File: src/rtl/fft_pkg.sv
// rtl/fft_pkg.sv - shared sizes, complex sample type and twiddle table for the 32-point FFT
//
// Purpose : common definitions for the in-place radix-2 DIT FFT scheduler.
//           A complex sample is packed {real, imag}, each a Q1.15 two's-complement word.
// Contents: N_POINTS / LOG2N / DW sizes, cplx_t, FSM state type, TWIDDLE_ROM,
//           and cplx_asr1 (per-component halving used by the stage-scaling build).
package fft_pkg;

  localparam int N_POINTS = 32;
  localparam int LOG2N    = 5;
  localparam int DW       = 16;

  // Butterflies per stage, and the width of the twiddle index k (0..15).
  localparam int N_BFLY = N_POINTS / 2;
  localparam int KW     = LOG2N - 1;
  // Stage counter width (stages 0..4).
  localparam int SW     = 3;

  localparam logic [KW-1:0] J_LAST = KW'(N_BFLY - 1);
  localparam logic [SW-1:0] S_LAST = SW'(LOG2N - 1);

  typedef struct packed {
    logic signed [DW-1:0] re;
    logic signed [DW-1:0] im;
  } cplx_t;

  typedef enum logic [1:0] {
    ST_IDLE,
    ST_ISSUE,
    ST_DRAIN,
    ST_DONE
  } fsm_state_t;

  // W^k = cos(2*pi*k/32) - j*sin(2*pi*k/32), rounded to Q1.15; cos(0) saturates to 0x7FFF.
  localparam cplx_t TWIDDLE_ROM [N_BFLY] = '{
    32'h7FFF_0000, 32'h7D8A_E707, 32'h7642_CF04, 32'h6A6E_B8E3,
    32'h5A82_A57E, 32'h471D_9592, 32'h30FC_89BE, 32'h18F9_8276,
    32'h0000_8000, 32'hE707_8276, 32'hCF04_89BE, 32'hB8E3_9592,
    32'hA57E_A57E, 32'h9592_B8E3, 32'h89BE_CF04, 32'h8276_E707
  };

  // Arithmetic shift right by one on both components (truncates toward -inf).
  function automatic cplx_t cplx_asr1(input cplx_t x);
    cplx_t r;
    r.re = x.re >>> 1;
    r.im = x.im >>> 1;
    return r;
  endfunction

endpackage

File: src/rtl/fft_twiddle_rom.sv
// rtl/fft_twiddle_rom.sv - registered twiddle lookup with one cycle of latency
//
// Purpose : turns the twiddle index issued alongside the read addresses into W,
//           arriving in the same cycle as the RAM read data.
// Ports   : clk, rst_n  - clock, asynchronous active-low reset
//           en          - capture a new entry (high while reads are issued)
//           k           - twiddle index 0..15
//           w           - registered W^k; holds its value while en is low
module fft_twiddle_rom
  import fft_pkg::*;
(
  input  logic          clk,
  input  logic          rst_n,
  input  logic          en,
  input  logic [KW-1:0] k,
  output cplx_t         w
);

  cplx_t w_q;
  cplx_t w_d;

  always_comb begin
    w_d = w_q;
    if (en) begin
      w_d = TWIDDLE_ROM[k];
    end
  end

  always_ff @(posedge clk or negedge rst_n) begin
    if (!rst_n) begin
      w_q <= '0;
    end else begin
      w_q <= w_d;
    end
  end

  assign w = w_q;

endmodule

File: src/rtl/fft32_bfly_scheduler.sv
// rtl/fft32_bfly_scheduler.sv - butterfly scheduler for an in-place 32-point radix-2 DIT FFT
//
// Purpose : walks 5 stages x 16 butterflies over a dual-port sample RAM (input
//           already in bit-reversed order), feeding an external combinational
//           butterfly unit and writing its results back to the operand addresses.
// Pipeline: P0 issue read addresses + twiddle index, P1 RAM data/W presented to the
//           butterfly, P2 results registered with wr_en. A read in cycle t is
//           written in cycle t+2; two DRAIN cycles per stage keep stage s+1 reads
//           behind stage s writes.
// Ports   : clk, rst_n            - clock, asynchronous active-low reset
//           start                 - begin an FFT (only honoured in IDLE)
//           busy, done            - run in progress / one-cycle completion pulse
//           rd_en, rd_addr_a/b    - RAM read strobe and operand addresses
//           rd_data_a/b           - RAM read data, valid one cycle after rd_en
//           bf_a, bf_b, bf_w      - operands and twiddle to the butterfly unit
//           bf_a_f, bf_b_f        - butterfly results (combinational)
//           wr_en, wr_addr_a/b,
//           wr_data_a/b           - write-back to both RAM ports
// Macro   : FFT_STAGE_SCALE_EN - halve every result component before write-back
//           (1/32 overall) so no Q1.15 input can overflow.
module fft32_bfly_scheduler
  import fft_pkg::*;
(
  input  logic              clk,
  input  logic              rst_n,
  input  logic              start,
  output logic              busy,
  output logic              done,
  output logic              rd_en,
  output logic [LOG2N-1:0]  rd_addr_a,
  output logic [LOG2N-1:0]  rd_addr_b,
  input  logic [2*DW-1:0]   rd_data_a,
  input  logic [2*DW-1:0]   rd_data_b,
  output logic [2*DW-1:0]   bf_a,
  output logic [2*DW-1:0]   bf_b,
  output logic [2*DW-1:0]   bf_w,
  input  logic [2*DW-1:0]   bf_a_f,
  input  logic [2*DW-1:0]   bf_b_f,
  output logic              wr_en,
  output logic [LOG2N-1:0]  wr_addr_a,
  output logic [LOG2N-1:0]  wr_addr_b,
  output logic [2*DW-1:0]   wr_data_a,
  output logic [2*DW-1:0]   wr_data_b
);

  localparam logic [LOG2N-1:0] ONE_A = LOG2N'(1);

  // Control state
  fsm_state_t       state_q, state_d;
  logic [SW-1:0]    s_q, s_d;
  logic [KW-1:0]    j_q, j_d;
  logic             drain_q, drain_d;

  // P0 registered outputs
  logic             busy_q, busy_d;
  logic             done_q, done_d;
  logic             rd_en_q, rd_en_d;
  logic [LOG2N-1:0] rd_addr_a_q, rd_addr_a_d;
  logic [LOG2N-1:0] rd_addr_b_q, rd_addr_b_d;
  logic [KW-1:0]    k_q, k_d;

  // P1 tracking and operand hold
  logic             p1_valid_q, p1_valid_d;
  logic [LOG2N-1:0] p1_addr_a_q, p1_addr_a_d;
  logic [LOG2N-1:0] p1_addr_b_q, p1_addr_b_d;
  logic [2*DW-1:0]  hold_a_q, hold_a_d;
  logic [2*DW-1:0]  hold_b_q, hold_b_d;

  // P2 write-back
  logic             wr_en_q, wr_en_d;
  logic [LOG2N-1:0] wr_addr_a_q, wr_addr_a_d;
  logic [LOG2N-1:0] wr_addr_b_q, wr_addr_b_d;
  logic [2*DW-1:0]  wr_data_a_q, wr_data_a_d;
  logic [2*DW-1:0]  wr_data_b_q, wr_data_b_d;

  // Address generation scratch
  logic [LOG2N-1:0] pos_mask;
  logic [LOG2N-1:0] j_ext;
  logic [LOG2N-1:0] pos;
  logic [LOG2N-1:0] addr_a;
  logic [LOG2N-1:0] addr_b;

  cplx_t            res_a;
  cplx_t            res_b;
  cplx_t            rom_w;

  fft_twiddle_rom u_twiddle_rom (
    .clk   (clk),
    .rst_n (rst_n),
    .en    (rd_en_q),
    .k     (k_q),
    .w     (rom_w)
  );

  // P1: operands come straight from RAM while valid, otherwise the last pair is held.
  assign bf_a = p1_valid_q ? rd_data_a : hold_a_q;
  assign bf_b = p1_valid_q ? rd_data_b : hold_b_q;
  assign bf_w = rom_w;

  always_comb begin
`ifdef FFT_STAGE_SCALE_EN
    res_a = cplx_asr1(cplx_t'(bf_a_f));
    res_b = cplx_asr1(cplx_t'(bf_b_f));
`else
    res_a = cplx_t'(bf_a_f);
    res_b = cplx_t'(bf_b_f);
`endif
  end

  // Sequencing: IDLE -> (ISSUE x16 -> DRAIN x2) per stage -> DONE -> IDLE
  always_comb begin
    state_d = state_q;
    s_d     = s_q;
    j_d     = j_q;
    drain_d = drain_q;
    case (state_q)
      ST_IDLE: begin
        if (start) begin
          state_d = ST_ISSUE;
          s_d     = '0;
          j_d     = '0;
        end
      end
      ST_ISSUE: begin
        if (j_q == J_LAST) begin
          state_d = ST_DRAIN;
          drain_d = 1'b0;
        end else begin
          j_d = j_q + KW'(1);
        end
      end
      ST_DRAIN: begin
        if (drain_q) begin
          if (s_q == S_LAST) begin
            state_d = ST_DONE;
          end else begin
            state_d = ST_ISSUE;
            s_d     = s_q + SW'(1);
            j_d     = '0;
          end
        end else begin
          drain_d = 1'b1;
        end
      end
      ST_DONE: begin
        state_d = ST_IDLE;
      end
      default: begin
        state_d = ST_IDLE;
      end
    endcase
  end

  // Pair addresses for the (s, j) about to be issued. Splitting j at bit s and
  // inserting a zero there gives grp*2h + pos; setting that bit gives the B partner.
  always_comb begin
    pos_mask = (ONE_A << s_d) - ONE_A;
    j_ext    = {1'b0, j_d};
    pos      = j_ext & pos_mask;
    addr_a   = ((j_ext & ~pos_mask) << 1) | pos;
    addr_b   = addr_a | (ONE_A << s_d);
  end

  // Outputs are registered from the next state so they line up with it.
  always_comb begin
    busy_d      = (state_d == ST_ISSUE) || (state_d == ST_DRAIN);
    done_d      = (state_d == ST_DONE);
    rd_en_d     = (state_d == ST_ISSUE);
    rd_addr_a_d = rd_en_d ? addr_a : '0;
    rd_addr_b_d = rd_en_d ? addr_b : '0;
    // pos < 2^s, so pos << (4-s) always fits in 4 bits.
    k_d         = rd_en_d ? KW'(pos << (S_LAST - s_d)) : '0;

    p1_valid_d  = rd_en_q;
    p1_addr_a_d = rd_en_q ? rd_addr_a_q : p1_addr_a_q;
    p1_addr_b_d = rd_en_q ? rd_addr_b_q : p1_addr_b_q;
    hold_a_d    = bf_a;
    hold_b_d    = bf_b;

    wr_en_d     = p1_valid_q;
    wr_addr_a_d = p1_valid_q ? p1_addr_a_q : wr_addr_a_q;
    wr_addr_b_d = p1_valid_q ? p1_addr_b_q : wr_addr_b_q;
    wr_data_a_d = p1_valid_q ? res_a : wr_data_a_q;
    wr_data_b_d = p1_valid_q ? res_b : wr_data_b_q;
  end

  // Asynchronous reset aborts a run at once: wr_en falls without waiting for a clock.
  always_ff @(posedge clk or negedge rst_n) begin
    if (!rst_n) begin
      state_q     <= ST_IDLE;
      s_q         <= '0;
      j_q         <= '0;
      drain_q     <= 1'b0;
      busy_q      <= 1'b0;
      done_q      <= 1'b0;
      rd_en_q     <= 1'b0;
      rd_addr_a_q <= '0;
      rd_addr_b_q <= '0;
      k_q         <= '0;
      p1_valid_q  <= 1'b0;
      p1_addr_a_q <= '0;
      p1_addr_b_q <= '0;
      hold_a_q    <= '0;
      hold_b_q    <= '0;
      wr_en_q     <= 1'b0;
      wr_addr_a_q <= '0;
      wr_addr_b_q <= '0;
      wr_data_a_q <= '0;
      wr_data_b_q <= '0;
    end else begin
      state_q     <= state_d;
      s_q         <= s_d;
      j_q         <= j_d;
      drain_q     <= drain_d;
      busy_q      <= busy_d;
      done_q      <= done_d;
      rd_en_q     <= rd_en_d;
      rd_addr_a_q <= rd_addr_a_d;
      rd_addr_b_q <= rd_addr_b_d;
      k_q         <= k_d;
      p1_valid_q  <= p1_valid_d;
      p1_addr_a_q <= p1_addr_a_d;
      p1_addr_b_q <= p1_addr_b_d;
      hold_a_q    <= hold_a_d;
      hold_b_q    <= hold_b_d;
      wr_en_q     <= wr_en_d;
      wr_addr_a_q <= wr_addr_a_d;
      wr_addr_b_q <= wr_addr_b_d;
      wr_data_a_q <= wr_data_a_d;
      wr_data_b_q <= wr_data_b_d;
    end
  end

  assign busy      = busy_q;
  assign done      = done_q;
  assign rd_en     = rd_en_q;
  assign rd_addr_a = rd_addr_a_q;
  assign rd_addr_b = rd_addr_b_q;
  assign wr_en     = wr_en_q;
  assign wr_addr_a = wr_addr_a_q;
  assign wr_addr_b = wr_addr_b_q;
  assign wr_data_a = wr_data_a_q;
  assign wr_data_b = wr_data_b_q;

endmodule

File: config.mk
export PLATFORM = sky130hd
export DESIGN_NAME = fft32_bfly_scheduler
export DESIGN_NICKNAME = d
export VERILOG_FILES = /design/src/rtl/fft_pkg.sv /design/src/rtl/fft_twiddle_rom.sv /design/src/rtl/fft32_bfly_scheduler.sv
export SDC_FILE = /design/constraint.sdc
export NUM_CORES = 1
export LEC_CHECK = 0
export CORE_AREA = 4 4 165 167
export DETAILED_ROUTE_END_ITERATION = 7
export DIE_AREA = 0 0 169 171
export GPL_TIMING_DRIVEN = 1
export PLACE_DENSITY = 0.6
export RECOVER_POWER = 25
export SLEW_MARGIN = 20
export SYNTH_ARGS = -nofsm -noshare
export SYNTH_HDL_FRONTEND = slang
export SYNTH_SLANG_ARGS = --single-unit
File: constraint.sdc
create_clock -name clk -period 6.3 [get_ports clk]
set_input_delay 0.945 -clock clk [delete_from_list [all_inputs] [get_ports clk]]
set_output_delay 0.945 -clock clk [all_outputs]
set_load 0.005 [all_outputs]
==> flow_summary.json <==
{
  "status": "complete, but fails checks",
  "violations": "capacitance limit, slew limit",
  "drt_iter0_drc": 351,
  "ant_nets": 0,
  "crit_required_ns": 5.35,
  "internal-power_w": 0.00240,
  "p_sw_w": 0.000692,
  "htreeDepth": 1,
  "arrival_ns": 3.79,
  "nNetsFinal": 1104,
  "area_growth_syn_to_layout_pct": 48.6,
  "layout_min_cycle_time_ns": 4.74,
  "syn_area_per_cell_um2": 13.4,
  "syn_nets": 794,
  "synth_compound_area_frac": 0.0730,
  "synth_area_leaders": "dfrtp_1 (60%), mux2_2 (21%), ha_1 (2.3%)",
  "worst_path_max_delay_cell": "dfrtp_1",
  "syn_inst": 647,
  "first_pass_iters": 4,
  "worst-path-max-fanout": 91,
  "maxSlewHeadroom": -0.902,
  "synthXorXnorAreaFrac": 0.00202,
  "fin_setup_tns_ns": 0,
  "grt_pass1_vias": 6309,
  "hold_violations": 0,
  "cts_setup_buffers": 0,
  "synthSimpleGateAreaFrac": 0.0573,
  "synthFlopType": "dfrtp_1",
  "skew_ns": 0.00875,
  "grt_usage": 0.168,
  "min_path_type": "reg -> reg",
  "combPwrFrac": 0.115,
  "place_congestion": 0.829,
  "yosysMostFrequentCell": "dfrtp_1",
  "dp_hpwl_mm": 18.5,
  "synth_area_mm2": 0.00865,
  "antenna_found_initial": 0,
  "grt_max_degree": 106,
  "placementRows": 59,
  "fmax_mhz": 211,
  "crit_chain": "buf_12 > mux2_2 > clkdlybuf4s50_1",
  "crit_path_start_kind": "flip-flop",
  "clkTransAtPathRegs_ns": 0.06,
  "overflow": 0,
  "met1_length_mm": 10.5,
  "power_frac_seq": 0.463,
  "end_kind": "output pin",
  "die_h_um": 171,
  "dieWidth_um": 169,
  "yosysTopAreaCell": "dfrtp_1",
  "slowest_delay_ns": 1.82,
  "ys_ff_latch": 209,
  "clockPowerShare": 0.422,
  "period_share": 0.752,
  "netlist_top_cells_count": "dfrtp_1 (209), mux2_2 (161), nor2_1 (41)",
  "numCtsBuffers": 24,
  "synth_top_family_by_area": "multiplexers",
  "irDropWorstVdd_mv": 0.160,
  "hold_buffers": 0,
  "rrSetupSlack_ns": 2.79,
  "rsz0062_at_grt": "no",
  "muxShareOfSynthArea": 0.215,
  "tightest_slew_ns": 2.85,
  "leakage_nw": 5.40,
  "clock_sinks": 209,
  "cts_tree": "built",
  "final_layout_size_suffix_gt1_frac": 0.217,
  "timing.critical_path.buf_inv": 2,
  "start_util": 0.336,
  "io_pins": 315,
  "n_antenna_cell": 0,
  "wl_mm": 25.2,
  "dieArea_mm2": 0.0289,
  "synth_edf_count": 0,
  "synth_warnings": 0,
  "avgViaCountPerCell": 4.75,
  "fin_total_pwr_w": 0.00310,
  "final_max_slew_viol_count": 217,
  "power_density_mw_per_mm2": 241,
  "core-area_mm2": 0.0258,
  "port_buffers": 314,
  "synthAdderAreaFrac": 0.0231,
  "met2WireLength_mm": 12.5,
  "switching_share": 0.223,
  "clk_path_buf_depth": 3,
  "seq_area_frac_synth": 0.604,
  "route.detailed.drc": 0,
  "critPathTopFamily": "flip-flops",
  "routed-via-count": 6191,
  "setup_viol": 0,
  "routedWlPerCell_um": 19.3,
  "path_class": "reg -> out",
  "ys_types": 55,
  "maxCapViolCount": 3,
  "clkLatencyLatePin_ns": 0.51,
  "synth.top_cell.area_share": 0.604,
  "cts_resized": 0,
  "clock-root-buffer": "clkbuf_16",
  "wl_met3_mm": 1.65,
  "grt_first_pass_wirelength_mm": 38.4,
  "top_layer": "met4",
  "synth-async-reset-ratio": 1.00
}
==> worst register-to-register path: stages (launching register included) <==
cell and delay, ns:
dfrtp_1 0.41, inv_1 0.08, ha_1 0.27, and4b_2 0.22, a221oi_2 0.38, inv_1 0.20
nor2_1 0.31, ha_1 0.37, inv_1 0.08, ha_1 0.32, a211oi_1 0.39, mux2_2 0.24
a22oi_1 0.06, nor2_1 0.11
==> layout make-up <==
class / instances / area, um^2
inverter: 19 / 71.3
fill: 2319 / 12900
clock inverter: 6 / 70.1
sequential: 209 / 5230
timing repair buffer: 319 / 3200
clock buffer: 32 / 661
tap: 335 / 419
multi-input combinational: 384 / 3210
==> metrics by stage <==
| step | utilization | area (um^2) | setup slack (ns) | hold slack [ns] | std cells |
|---|---|---|---|---|---|
| floorplan | - | 8650 | 3.09 | 0.389 | 647 |
| global placement | 0.471 | 12100 | 2.23 | 0.464 | 1266 |
| detailed placement | 0.471 | 12100 | 2.16 | 0.471 | 1266 |
| CTS | 0.500 | 12900 | 2.44 | 0.485 | 1304 |
| global route | 0.499 | 12900 | 1.33 | 0.508 | 1304 |
| finish | 0.499 | 12900 | 1.56 | 0.477 | 1304 |
==> layer usage <==
layer / vias to the layer above / global-route usage
met5: - / 0
li1: 2919 / -
met4: 0 / 0.0448
met1: 3028 / 0.221
met3: 37 / 0.0381
met2: 207 / 0.282
==> state kept, by name, summed over array words and instances, names as in the netlist <==
| register | count |
|---|---|
| busy | 1 |
| done | 1 |
| drain_q | 1 |
| hold_a_q | 32 |
| hold_b_q | 32 |
| j_q | 4 |
| k_q | 4 |
| p1_addr_a_q | 5 |
| p1_addr_b_q | 5 |
| p1_valid_q | 1 |
| rd_addr_a | 5 |
| rd_addr_b | 5 |
| rd_en | 1 |
| s_q | 3 |
| state_q | 2 |
| u_twiddle_rom.w | 32 |
| wr_addr_a | 5 |
| wr_addr_b | 5 |
| wr_data_a | 32 |
| wr_data_b | 32 |
| wr_en | 1 |
==> cells by family (layout without fill, tap and decap cells) <==
group | count (synthesis) | after routing
muxes | 166 | 166
buffers and inverters | 54 | 376
adders and majority gates | 16 | 16
DFF | 209 | 209
AOI/OAI and AO/OA | 95 | 95
xor gates and xnor gates | 2 | 2
and+or+nand+nor | 105 | 105
==> power by group through the flow <==
stage / logic (W) / clock network [W] / registers, W
floorplan: 0.0000978 / 0 / 0.00146
global placement: 0.000360 / 0 / 0.00146
detailed placement: 0.000363 / 0 / 0.00146
CTS: 0.000365 / 0.00136 / 0.00143
global route: 0.000388 / 0.00142 / 0.00144
finish: 0.000356 / 0.00131 / 0.00143
==> final timing paths <==
kind	start	to	cells after the start
max	p1_valid_q	bf_b[11]	3
min	u_twiddle_rom.w[13]	u_twiddle_rom.w[13]	1
max reg2reg	s_q[1]	k_q[2]	13
min reg2reg	u_twiddle_rom.w[13]	u_twiddle_rom.w[13]	1
max in group asynchronous	rst_n	hold_a_q[4]	1
min in group asynchronous	rst_n	u_twiddle_rom.w[15]	1
==> layout by cell type, fill, tap and decap left out, types with 3 or more instances in the layout <==
cell type and n:
nor2_1 41, clkbuf_8 3, nor3_1 4, clkdlybuf4s50_1 313, clkbuf_16 24, and2_1 4
mux2_2 160, inv_1 18, clkbuf_1 6, a21o_1 3, nor2b_1 7, a211oi_1 6
nand2_1 23, a21oi_1 34, ha_1 16, dfrtp_1 208, clkinv_2 3, mux2i_1 5
nand3_1 11, nand2b_1 4, o21ai_0 14, a31oi_1 5
Power figures use the tool's default switching activity.
==> variant 1: new RTL, same flow settings <==
The option `FFT_STAGE_SCALE_EN` is turned on by a define.
--- a/src/rtl/fft32_bfly_scheduler.sv
+++ b/src/rtl/fft32_bfly_scheduler.sv
@@ -20,2 +20,4 @@
 //           (1/32 overall) so no Q1.15 input can overflow.
+`define FFT_STAGE_SCALE_EN
+
 module fft32_bfly_scheduler
Formal check against the unedited RTL: not equivalent (a bounded check fails within 4 cycles, from zero or initial values and one cycle with rst_n low).
==> variant 1 against the original RTL <==
The run still ends with max-capacitance violations, max-slew violations left. Clock power is 3% higher. Sequential cell count is 4 lower. Total power is 4.1% lower. Count of clock-buffer cells in the layout is 5 higher. Cell area is 0.63% lower. First-iteration DRC count is 7.1% lower. Synthesized area is 0.19% lower. Setup slack better by 830 ps. Routed wire length is 7.0% lower. Clock skew is 2.5 ps lower. Sequential share of layout area is 0.50 points lower. Via count is 0.65% lower. Largest power group unchanged.
==> variant 1: results (changes against the original RTL) <==
| Metric | Value |
|---|---|
| Failing checks | max-capacitance violations, max-slew violations |
| CP Max Fanout | 60 (-34%) |
| Synth top area cells | dfrtp_1, mux2_2, ha_1 |
| Routed Antenna Nets | 0 (unchanged) |
| Async SR Flop Fraction | 100.0% (unchanged) |
| Total GRT Usage | 15.50% (-1.3 points) |
| Detailed placement HPWL | 17160 um (-7.3%) |
| Iter 0 DRT Violations | 326 (-7.1%) |
| Post-synthesis cell type count | 54 (-1.8%) |
| Port bufs | 310 (-1.3%) |
| Clk root buf | clkbuf_16 |
| Routed WL | 23450 um (-7.0%) |
| Crit-path leading delay family | buffers and inverters |
| Inserted Clock Buffers | 24 (unchanged) |
| CP peak stage delay | 960 ps (-860 ps) |
| CTS Buffer Depth | 3 (unchanged) |
| Max-Cap Viols | 2 (-1) |
| Tightest Pin Transition | 2900 ps (+46.73 ps) |
| Largest net degree at the start of global routing | 116 (+9.4%) |
| Post-CTS setup repair buffer count | 0 (unchanged) |
| P_leak | 0.005249 uW (-2.7%) |
| Mapped Nets | 811 (+2.1%) |
| TritonRoute pass-1 iters | 4 (unchanged) |
| Synth top cells by count | dfrtp_1, mux2_2, clkbuf_1 |
| Slowest CP cell | dfrtp_4 |
| Fin nets | 1108 (+0.36%) |
| Final Skew | 6.228 ps (-2.525 ps) |
| Layout cells sized above 1 | 20.84% (-0.83 points) |
| Slew Viols, Final | 185 (-15%) |
| Via Count | 6151 (-0.65%) |
| Sequential area share after synthesis | 59.39% (-1.0 points) |
| Sum Neg Setup Slack | 0 ps (unchanged) |
| Critical path arrival | 2970 ps (-820 ps) |
| First-pass GRT wire length | 35980 um (-6.3%) |
| Area after DPL | 12010 um2 (-1.1%) |
| Worst VDD drop | 0.1690 mV (+5.5%) |
| GP Congestion | 0.8044 (-2.9%) |
| Htree depth | 1 (unchanged) |
| Outcome | complete, but fails checks |
| Ys Warns | 0 (unchanged) |
| Diodes inserted | 0 (unchanged) |
| Hold crit path type | reg -> reg |
[variant 1: kinds of logic (layout without fill, tap and decap cells)]
logic type      Yosys count  in the layout  synth area share [%]
compound gates          109            109                 8.634
fa+ha+maj                16             16                 2.318
buf+inv                  75            385                 3.622
flops                   205            205                 59.39
mux                     153            153                 19.88
simple gates            106            106                 6.157
[variant 1: final cells by class]
type,count,area (um2)
Fill cell,2292,12990
Sequential cell,205,5135
Multi-Input combinational cell,384,3194
Timing Repair Buffer,316,3139
Clock buffer,37,740.7
Tap cell,335,419.2
Inverter,30,112.6
Clock inverter,2,35.03
[variant 1: stage by stage]
step	cells	util [%]	setup slack (ps)	hold WS, ps
3_5_place_dp	1270	46.63	2420	469.4
4_1_cts	1309	49.64	2296	482.1
6_report	1309	49.59	2389	479.4
2_1_floorplan	664	-	3278	351.9
3_3_place_gp	1270	46.63	2481	464.2
5_1_grt	1309	49.59	2096	491.0
[variant 1: path summary, 6_finish.rpt]
check                                     from  depth (start not counted)  slack [ps]             endpoint
max                                 p1_valid_q                          3        2390             bf_b[30]
min                        u_twiddle_rom.w[13]                          1         480  u_twiddle_rom.w[13]
max reg2reg                         state_q[0]                         11        2970               k_q[3]
min reg2reg                u_twiddle_rom.w[13]                          1         480  u_twiddle_rom.w[13]
max in group asynchronous                rst_n                          1        2890           p1_valid_q
min in group asynchronous                rst_n                          1        1290  u_twiddle_rom.w[13]
[variant 1: where the power goes]
part           switching (uW)  internal (uW)  total [uW]
combinational            76.3            166         242
clock                     516            839        1350
sequential               14.4           1360        1370
[variant 1: routing by layer]
layer  track usage, %  wire (um)  vias to the layer above
met4            4.515        560                        0
li1                 -          -                     2921
met2            27.13      11950                      184
met5                0          0                        -
met3            2.911       1402                       36
met1            19.66       9542                     3010
==> variant 2: new RTL, config.mk and constraints unchanged <==
Made on the original files. Remove the register `wr_en_q`: a continuous assignment takes its place, so the output `wr_en` follows one clock earlier.
--- a/src/rtl/fft32_bfly_scheduler.sv
+++ b/src/rtl/fft32_bfly_scheduler.sv
@@ -204,3 +204,2 @@
       hold_b_q    <= '0;
-      wr_en_q     <= 1'b0;
       wr_addr_a_q <= '0;
@@ -225,3 +224,2 @@
       hold_b_q    <= hold_b_d;
-      wr_en_q     <= wr_en_d;
       wr_addr_a_q <= wr_addr_a_d;
@@ -232,2 +230,4 @@
   end
+
+  assign wr_en_q = wr_en_d;
 
Function: changed (Yosys sat finds a counterexample within 4 cycles, from zero or initial values and one cycle with rst_n low).
==> variant 2 against the original RTL <==
The flow still finishes with violations (max-capacitance violations, max-slew violations). Cell count is 0.54% higher. Sequential cell count is 1 lower. Synthesized area is 0.29% lower. Clock skew is 1.1 ps higher. Setup slack worse by 7.8 ps. Die area stayed put. Total power is 3.7% higher. Sequential power hardly changed. Hold slack worse by 5.5 ps. Via count is 0.47% lower. Cell area is 0.60% higher. Routed wire length is 3.3% lower. Sequential share of layout area is 0.44 points lower.
==> variant 2: results (changes against the original RTL) <==
| Metric | Value |
|---|---|
| Detailed placement HPWL | 17870 um (-3.5%) |
| Worst VDD drop | 0.1539 mV (-3.9%) |
| Tightest Pin Transition | 2829 ps (-23.48 ps) |
| DR WL/cell | 18.61 um (-3.8%) |
| Setup crit end | bf_a[31] |
| Comb pwr share | 11.0% (-0.5 points) |
| CP Max Fanout | 53 (-42%) |
| Slew Viols, Final | 116 (-47%) |
| Min Hold Slack | 471.9 ps (-5.541 ps) |
| Worst R2R Path Depth | 12 (-1) |
| GP Congestion | 0.8015 (-3.3%) |
| Outcome | complete, but fails checks |
| Critical path arrival | 3800 ps (about the same) |
| Layout cells sized above 1 | 20.29% (-1.4 points) |
| Iter 0 DRT Violations | 319 (-9.1%) |
| Hold crit path type | in -> async |
| Number of global-route vias before repair | 6250 (-0.94%) |
| Inserted Clock Buffers | 25 (+4.2%) |
| Fin nets | 1105 (+0.091%) |
| Max-Cap Viols | 2 (-1) |
| Post-Syn Area per Cell | 13.36 um2 (-0.13%) |
| Initial antenna violation count | 1 (+1) |
| Final Skew | 9.863 ps (+1.110 ps) |
| Failing checks | max-capacitance violations, max-slew violations |
| Worst flop-to-flop path endpoint | k_q[3] |
| Total GRT Usage | 16.06% (-0.74 points) |
## variant 2: changes by cell type after synthesis, sizes merged
cell	change
dfrtp	-1
## variant 2: per-layer routing
layer	global-route usage [%]	vias up
met4	4.445	2
li1	-	2926
met5	0	-
met2	27.60	203
met1	19.95	2992
met3	4.575	39
## variant 2: cell type report
| type | count | area, um2 |
|---|---|---|
| Fill cell | 2329 | 12830 |
| Sequential cell | 208 | 5206 |
| Timing Repair Buffer | 320 | 3213 |
| Multi-Input combinational cell | 384 | 3208 |
| Clock buffer | 36 | 686.9 |
| Tap cell | 335 | 419.2 |
| Clock inverter | 9 | 130.1 |
| Inverter | 19 | 71.32 |
## variant 2: cell families after synthesis
family	count (synthesis)	share of synthesized area [%]
AND/OR/NAND/NOR	105	5.742
AO/OA/AOI/OAI	95	7.323
multiplexers	166	21.59
XOR/XNOR	2	0.2031
flip-flops	208	60.32
buffers and inverters	54	2.494
adder cells (fa/ha/maj)	16	2.320
